<file path="src/rtl/imem_loader.sv">
// Boot loader: streams 32-bit words into byte-wide instruction memory (little-endian),
// holding the CPU in reset until the last word lands plus a short settling window.
module imem_loader #(
  parameter int unsigned ADDR_W   = 7,
  parameter int unsigned BASE     = 0,
  parameter int unsigned RST_HOLD = 2
) (
  input  logic              clk,
  input  logic              rst,
  input  logic              start,
  input  logic              s_valid,
  output logic              s_ready,
  input  logic [31:0]       s_data,
  input  logic              s_last,
  output logic              mem_we,
  output logic [ADDR_W-1:0] mem_addr,
  output logic [7:0]        mem_wdata,
  output logic              cpu_rst,
  output logic              done,
  output logic              error,
  output logic [ADDR_W-2:0] word_count
);

  // state | meaning
  // IDLE  | after reset, CPU held, waiting for start
  // RECV  | ready for the next word
  // WR    | writing the latched word, one byte per cycle
  // HOLD  | last word written, CPU reset still held for RST_HOLD cycles
  // RUN   | CPU released and running the loaded program
  // ERR   | byte pointer wrapped before the last word; waits for start
  typedef enum logic [2:0] {IDLE, RECV, WR, HOLD, RUN, ERR} state_t;

  localparam logic [ADDR_W-1:0] BASE_A    = ADDR_W'(BASE);
  localparam logic [3:0]        HOLD_INIT = 4'(RST_HOLD - 1);

  state_t              state, state_nx;
  logic [ADDR_W-1:0]   ptr, ptr_nx;
  logic [1:0]          idx, idx_nx;
  logic [31:0]         word_q, word_nx;
  logic                last_q, last_nx;
  logic [3:0]          hold_cnt, hold_nx;
  logic [ADDR_W-2:0]   wc_nx;
  logic                we_nx;
  logic [ADDR_W-1:0]   addr_nx;
  logic [7:0]          wdata_nx;

  always_ff @(posedge clk or posedge rst) begin
    if (rst) begin
      state      <= IDLE;
      ptr        <= BASE_A;
      idx        <= '0;
      word_q     <= '0;
      last_q     <= 1'b0;
      hold_cnt   <= '0;
      word_count <= '0;
      mem_we     <= 1'b0;
      mem_addr   <= '0;
      mem_wdata  <= '0;
      s_ready    <= 1'b0;
      cpu_rst    <= 1'b1;
      done       <= 1'b0;
      error      <= 1'b0;
    end else begin
      state      <= state_nx;
      ptr        <= ptr_nx;
      idx        <= idx_nx;
      word_q     <= word_nx;
      last_q     <= last_nx;
      hold_cnt   <= hold_nx;
      word_count <= wc_nx;
      mem_we     <= we_nx;
      mem_addr   <= addr_nx;
      mem_wdata  <= wdata_nx;
      s_ready    <= (state_nx == RECV);
      cpu_rst    <= (state_nx != RUN);
      done       <= (state_nx == RUN);
      error      <= (state_nx == ERR);
    end
  end

  // idx names the byte to issue at the coming edge; idx==0 inside WR means byte 3 is on the bus.
  always_comb begin
    state_nx = state;
    ptr_nx   = ptr;
    idx_nx   = idx;
    word_nx  = word_q;
    last_nx  = last_q;
    hold_nx  = hold_cnt;
    wc_nx    = word_count;
    we_nx    = 1'b0;
    addr_nx  = mem_addr;
    wdata_nx = mem_wdata;
    case (state)
      IDLE, RUN, ERR: begin
        if (start) begin
          state_nx = RECV;
          ptr_nx   = BASE_A;
          wc_nx    = '0;
        end
      end
      RECV: begin
        if (s_valid && s_ready) begin
          state_nx = WR;
          word_nx  = s_data;
          last_nx  = s_last;
          idx_nx   = 2'd1;
          we_nx    = 1'b1;
          addr_nx  = ptr;
          wdata_nx = s_data[7:0];
          ptr_nx   = ptr + ADDR_W'(1);
        end
      end
      WR: begin
        if (idx != 2'd0) begin
          we_nx    = 1'b1;
          addr_nx  = ptr;
          wdata_nx = word_q[{idx, 3'b000} +: 8];
          ptr_nx   = ptr + ADDR_W'(1);
          idx_nx   = idx + 2'd1;
        end else begin
          if (word_count != '1) wc_nx = word_count + (ADDR_W-1)'(1);
          // Words are aligned, so a wrap can only come from the byte-3 increment.
          if (last_q) begin
            state_nx = HOLD;
            hold_nx  = HOLD_INIT;
          end else if (ptr == '0) begin
            state_nx = ERR;
          end else begin
            state_nx = RECV;
          end
        end
      end
      HOLD: begin
        if (hold_cnt == '0) state_nx = RUN;
        else                hold_nx  = hold_cnt - 4'd1;
      end
      default: state_nx = IDLE;
    endcase
  end

endmodule

</file>
<file path="config.mk">
export PLATFORM = sky130hd
export DESIGN_NAME = imem_loader
export DESIGN_NICKNAME = d
export VERILOG_FILES = /design/src/rtl/imem_loader.sv
export SDC_FILE = /design/constraint.sdc
export NUM_CORES = 1
export LEC_CHECK = 0
export ABC_AREA = 1
export BUFFER_PORTS_ARGS = -buffer_cell sky130_fd_sc_hd__clkbuf_2
export CAP_MARGIN = 20
export CORE_ASPECT_RATIO = 0.5
export CORE_MARGIN = 10
export CORE_UTILIZATION = 60
export CTS_BUF_LIST = sky130_fd_sc_hd__clkbuf_4 sky130_fd_sc_hd__clkbuf_8
export CTS_CLUSTER_SIZE = 28
export DETAILED_ROUTE_END_ITERATION = 10
export GPL_ROUTABILITY_DRIVEN = 0
export PLACE_DENSITY = 0.84
export SYNTH_ARGS = -nofsm -noshare
export SYNTH_HDL_FRONTEND = slang
export SYNTH_SLANG_ARGS = --single-unit
</file>
<file path="constraint.sdc">
create_clock -name clk -period 4.4 [get_ports clk]
set_input_delay 0.22 -clock clk [delete_from_list [all_inputs] [get_ports clk]]
set_output_delay 0.22 -clock clk [all_outputs]
set_load 0.005 [all_outputs]
</file>
# [Word-level counts from Yosys, hierarchy flattened]
# Index checks and enable logic that the tools add are counted.
# W data, S select, Z words.
[totals] reg_bits=75 inputBits=37 wordCells=82
[op_classes] addsub=4 eq_ne=17 shift=1 muxes=31 n_reduce_logical=15
[op_table] operator="$mux W7" n=5
[op_table] operator="$shiftx A32 B6 Y8" n=1
[op_table] operator="$pmux W7 S3" n=1
[op_table] operator="$mux W3" n=6
[op_table] operator="$mux W6" n=3
[op_table] operator="$mux W8" n=2
[op_table] operator="$pmux W8 S2" n=1
[op_table] operator="$ne A2 B2 Y1 const B" n=7
[op_table] operator="$pmux W7 S2" n=1
[op_table] operator="$eq A3 B3 Y1 const B" n=4
[op_table] operator="$mux W4" n=3
[op_table] operator="$pmux W3 S4" n=1
[op_table] operator="$pmux W6 S2" n=1
[op_table] operator="$reduce_and A4 Y1" n=3
[op_table] operator="$pmux W4 S2" n=1
[op_table] operator="$reduce_bool A2 Y1" n=4
[op_table] operator="$add A7 B1 Y7 const B" n=1
[op_table] operator="$logic_not A7 Y1" n=1
[op_table] operator="$add A6 B1 Y6 const B" n=1
[op_table] operator="$eq A3 B1 Y1 const B" n=2
[op_table] operator="$eq A3 B2 Y1 const B" n=2
[op_table] operator="$ne A6 B6 Y1 const B" n=1
[op_table] operator="$logic_not A4 Y1" n=1
[op_table] operator="$mux W2" n=2
[op_table] operator="12 further kinds" n=13

# [Logic depth before layout (Yosys ltp)]
[depth] word_depth=6 ltp_mapped=11

# [Worst setup path after synthesis]
# Ideal clock, no wire load.
[synth_timing] kind="register -> register" start="register idx[0]" end="register mem_addr[3]" arrival_ps=1699 t_required_ps=4280 slack_ps=2581 stages_incl_launch_ff=12 n_path_buf=3 path_cell_list="dfrtp_1 buf_4 clkinv_1 buf_2 ha_1 inv_1 nand3_1 nand2_4 inv_2 buf_6 nand2_1 o21ai_2"
[synth_via] elab_chain_len=3
[synth_rtl] element="from (decl)" line="38" source="logic [1:0] idx, idx_nx;"
[synth_rtl] element="from (signal assigned)" line="66" source="idx <= idx_nx;"
[synth_rtl] element="$reduce_bool A2 Y1" line="114" source="if (idx != 2'd0) begin"
[synth_rtl] element="$ne A2 B2 Y1 (no source line)"
[synth_rtl] element="$reduce_and A3 Y1 (no source line)"
[synth_rtl] element="to (signal assigned)" line="72" source="mem_addr <= addr_nx;"
[synth_rtl] element="to (decl)" line="16" source="output logic [ADDR_W-1:0] mem_addr,"
# No other way between the ends.
# A chain may end at the register's enable or synchronous reset.

# [Final worst setup path]
[layout_timing] start="register idx[1]" end="register mem_addr[1]"
# Same word-level chain as after synthesis.

==> metrics.txt <==
grt total ovfl 0; Data arrival, critical path 2.51 ns; Fmax 440.3 MHz; Die Ht 75.80 µm; Peak VDD IR 280.5 µV; Post-Synthesis Cells 463; clk buf depth 2; cell taking the most area after synthesis dfrtp_1; Final nets 566; most common cell after layout, fill and taps aside nand2_1; setup TNS 0 ns; 1st-iter DRT viols 238; global-route wire length before repair 13.85 mm; postcts setup bufs 0; Critical Path, Cell by Cell clkinv_1 -> ha_1 -> inv_1 -> nand3_1 -> nand2_4 -> inv_2 -> nand2_1 -> o21ai_2; # setup viols final 0; Rows 20; CTS sink count 75; Tmin final 2.271 ns; Clock Tree Root clkbuf_8; TritonCTS buffer count 9; Max Fanout on Critical Path 21; critical path capture point type flop; Post-CTS Resized 0; layout cell share with drive strength beyond 1 0.2060; Synth Area per Inst 8.069 µm²; Antenna Nets Post-Route 0; Worst-path clk slew 0.07 ns; I/O Buffers 62; Overall Power 2.650 mW; critical path type flop to flop; synth top area cells dfrtp_1, nand2_1, nand3_1, inv_1, o21ai_0; Setup crit start kind flop; max-slew violation count 0; die width 131.6 µm; Final period util 0.5162; I/O pin count 63; post-synthesis register bit count 75; via count 3,147; Worst Hold Class input port to asynchronous set/reset pin; synthesized cell area 3736 µm²; Inserted Diodes 0; Pre-antenna DRT Iters 5; Fin. Hold Viols 0; vias per cell 5.100; worst hold margin 0.05456 ns; DRC 0; largest net degree at the start of global routing 60; Post-CTS Hold Fix Bufs 0; Worst path slowest cell dfrtp_1; met1 WL 3.661 mm; drt wl/cell 13.26 µm; number of global-route vias before repair 3,064; Die Footprint 9975 µm²; core area 6056 µm²; aggregate global-route resource usage 0.1748; status finished, final reports clean; Starting Density 0.6169; met3 WL 592 µm; Clock Skews 0.007337 ns; H-tree depth 3; Synth top area share 0.4956; commonest cells after routing, fill and taps aside nand2_1, dfrtp_1, clkbuf_2; number of max-cap violations 0; Mapped Nets 505; relative slew slack 0.3790; leakage 2.219 nW; initial antenna violation count 0; P per Cell Area 622.3 nW/µm²; RSZ-0062 raised after global routing false; fraction of the yosys area taken by sequential cells 0.5027; Worst Path Required 4.64 ns; Routed WL 8.183 mm; TritonCTS clock tree done; area grow syn2layout 14.00%; HPWL Detailed 5.987 mm; CP peak stage delay 0.50 ns; DR top layer met4; Synth cell types 29; Least-Margin Pin Slew 0.9302 ns; Met2 Wirelength 3.720 mm; warning count from the yosys run 0; clk_lat worst skew 0.35 ns
[final timing paths]
kind                                  startpoint                       to  slack (ns)  depth (start not counted)
max reg2reg                   idx[1]$_DFFE_PP0P_  mem_addr[1]$_DFFE_PP0P_        2.13                          8
min                                          rst  mem_addr[0]$_DFFE_PP0P_        0.05                          2
min reg2reg                word_q[8]$_DFFE_PP0P_    word_q[8]$_DFFE_PP0P_        0.48                          2
min in group clk                      s_data[11]   word_q[11]$_DFFE_PP0P_        0.07                          3
max in group asynchronous                    rst        cpu_rst$_DFF_PP1_        3.37                          3
max                           idx[1]$_DFFE_PP0P_  mem_addr[1]$_DFFE_PP0P_        2.13                          8
[report_power, final]
group,leakage [nW],switching [mW],internal (mW)
clock,0.102,0.233,0.268
sequential,0.958,0.157,0.945
combinational,1.16,0.680,0.366
total,2.22,1.07,1.58
[synth_stat cells]
cell type / number
nand2_1: 165
dfrtp_1: 74
inv_1: 52
nand3_1: 42
o21ai_0: 38
nor2_1: 21
o211ai_1: 8
buf_2: 7
buf_6: 7
or2_2: 7
o21ai_2: 6
ha_1: 5
inv_2: 4
xor2_1: 4
nor2_4: 3
xnor2_1: 3
clkinv_1: 2
nand2_4: 2
nand4_1: 2
nor3_1: 2
a21oi_1: 1
a21oi_2: 1
buf_4: 1
dfstp_2: 1
nand2_2: 1
nand4_4: 1
nor2_2: 1
o21a_1: 1
or2_1: 1
[metal layers]
layer	global-route usage	vias to the layer above
li1	-	1570
met1	0.2061	1481
met2	0.2845	77
met3	0.06645	19
met4	0.08201	0
met5	0	-
[cells by family after synthesis]
kind of cell,after synthesis,share of synthesized area
XOR/XNOR,7,0.01641
AND/OR/NAND/NOR,248,0.2867
flip-flops,75,0.5027
AO/OA/AOI/OAI,55,0.08674
adder cells (fa/ha/maj),5,0.01674
buffers and inverters,73,0.09076
[final cells by class]
type / instances / area, µm²
Clock buffer: 16 / 188.9
Timing Repair Buffer: 65 / 345.3
Inverter: 58 / 217.7
Multi-Input combinational cell: 315 / 1519
Sequential cell: 75 / 1878
Tap cell: 88 / 110.1
Fill cell: 519 / 1797
[critical path, delay by kind of cell (launching register included)]
kind | cells | cell delay, ns
adder cells (fa/ha/maj) | 1 | 0.34
AO/OA/AOI/OAI | 1 | 0.06
flip-flops | 1 | 0.50
AND/OR/NAND/NOR | 3 | 0.58
buffers and inverters | 3 | 0.66
[metrics by stage]
| stage | util | cells | area (µm²) | setup slack, ns |
|---|---|---|---|---|
| floorplan | - | 463 | 3736 | 2.272 |
| global placement | 0.6688 | 600 | 4050 | 2.338 |
| detailed placement | 0.6688 | 600 | 4050 | 2.161 |
| CTS | 0.7000 | 616 | 4239 | 2.141 |
| global route | 0.7033 | 617 | 4259 | 1.894 |
| finish | 0.7033 | 617 | 4259 | 2.129 |
[flip-flops by register name, indices dropped and copies added, names as in the netlist]
register / flops
state: 3
idx: 2
hold_cnt: 4
mem_we: 1
mem_addr: 7
error: 1
cpu_rst: 1
last_q: 1
mem_wdata: 8
ptr: 7
word_q: 32
done: 1
s_ready: 1
word_count: 6
Note: power is estimated with default switching activity, not from simulation.
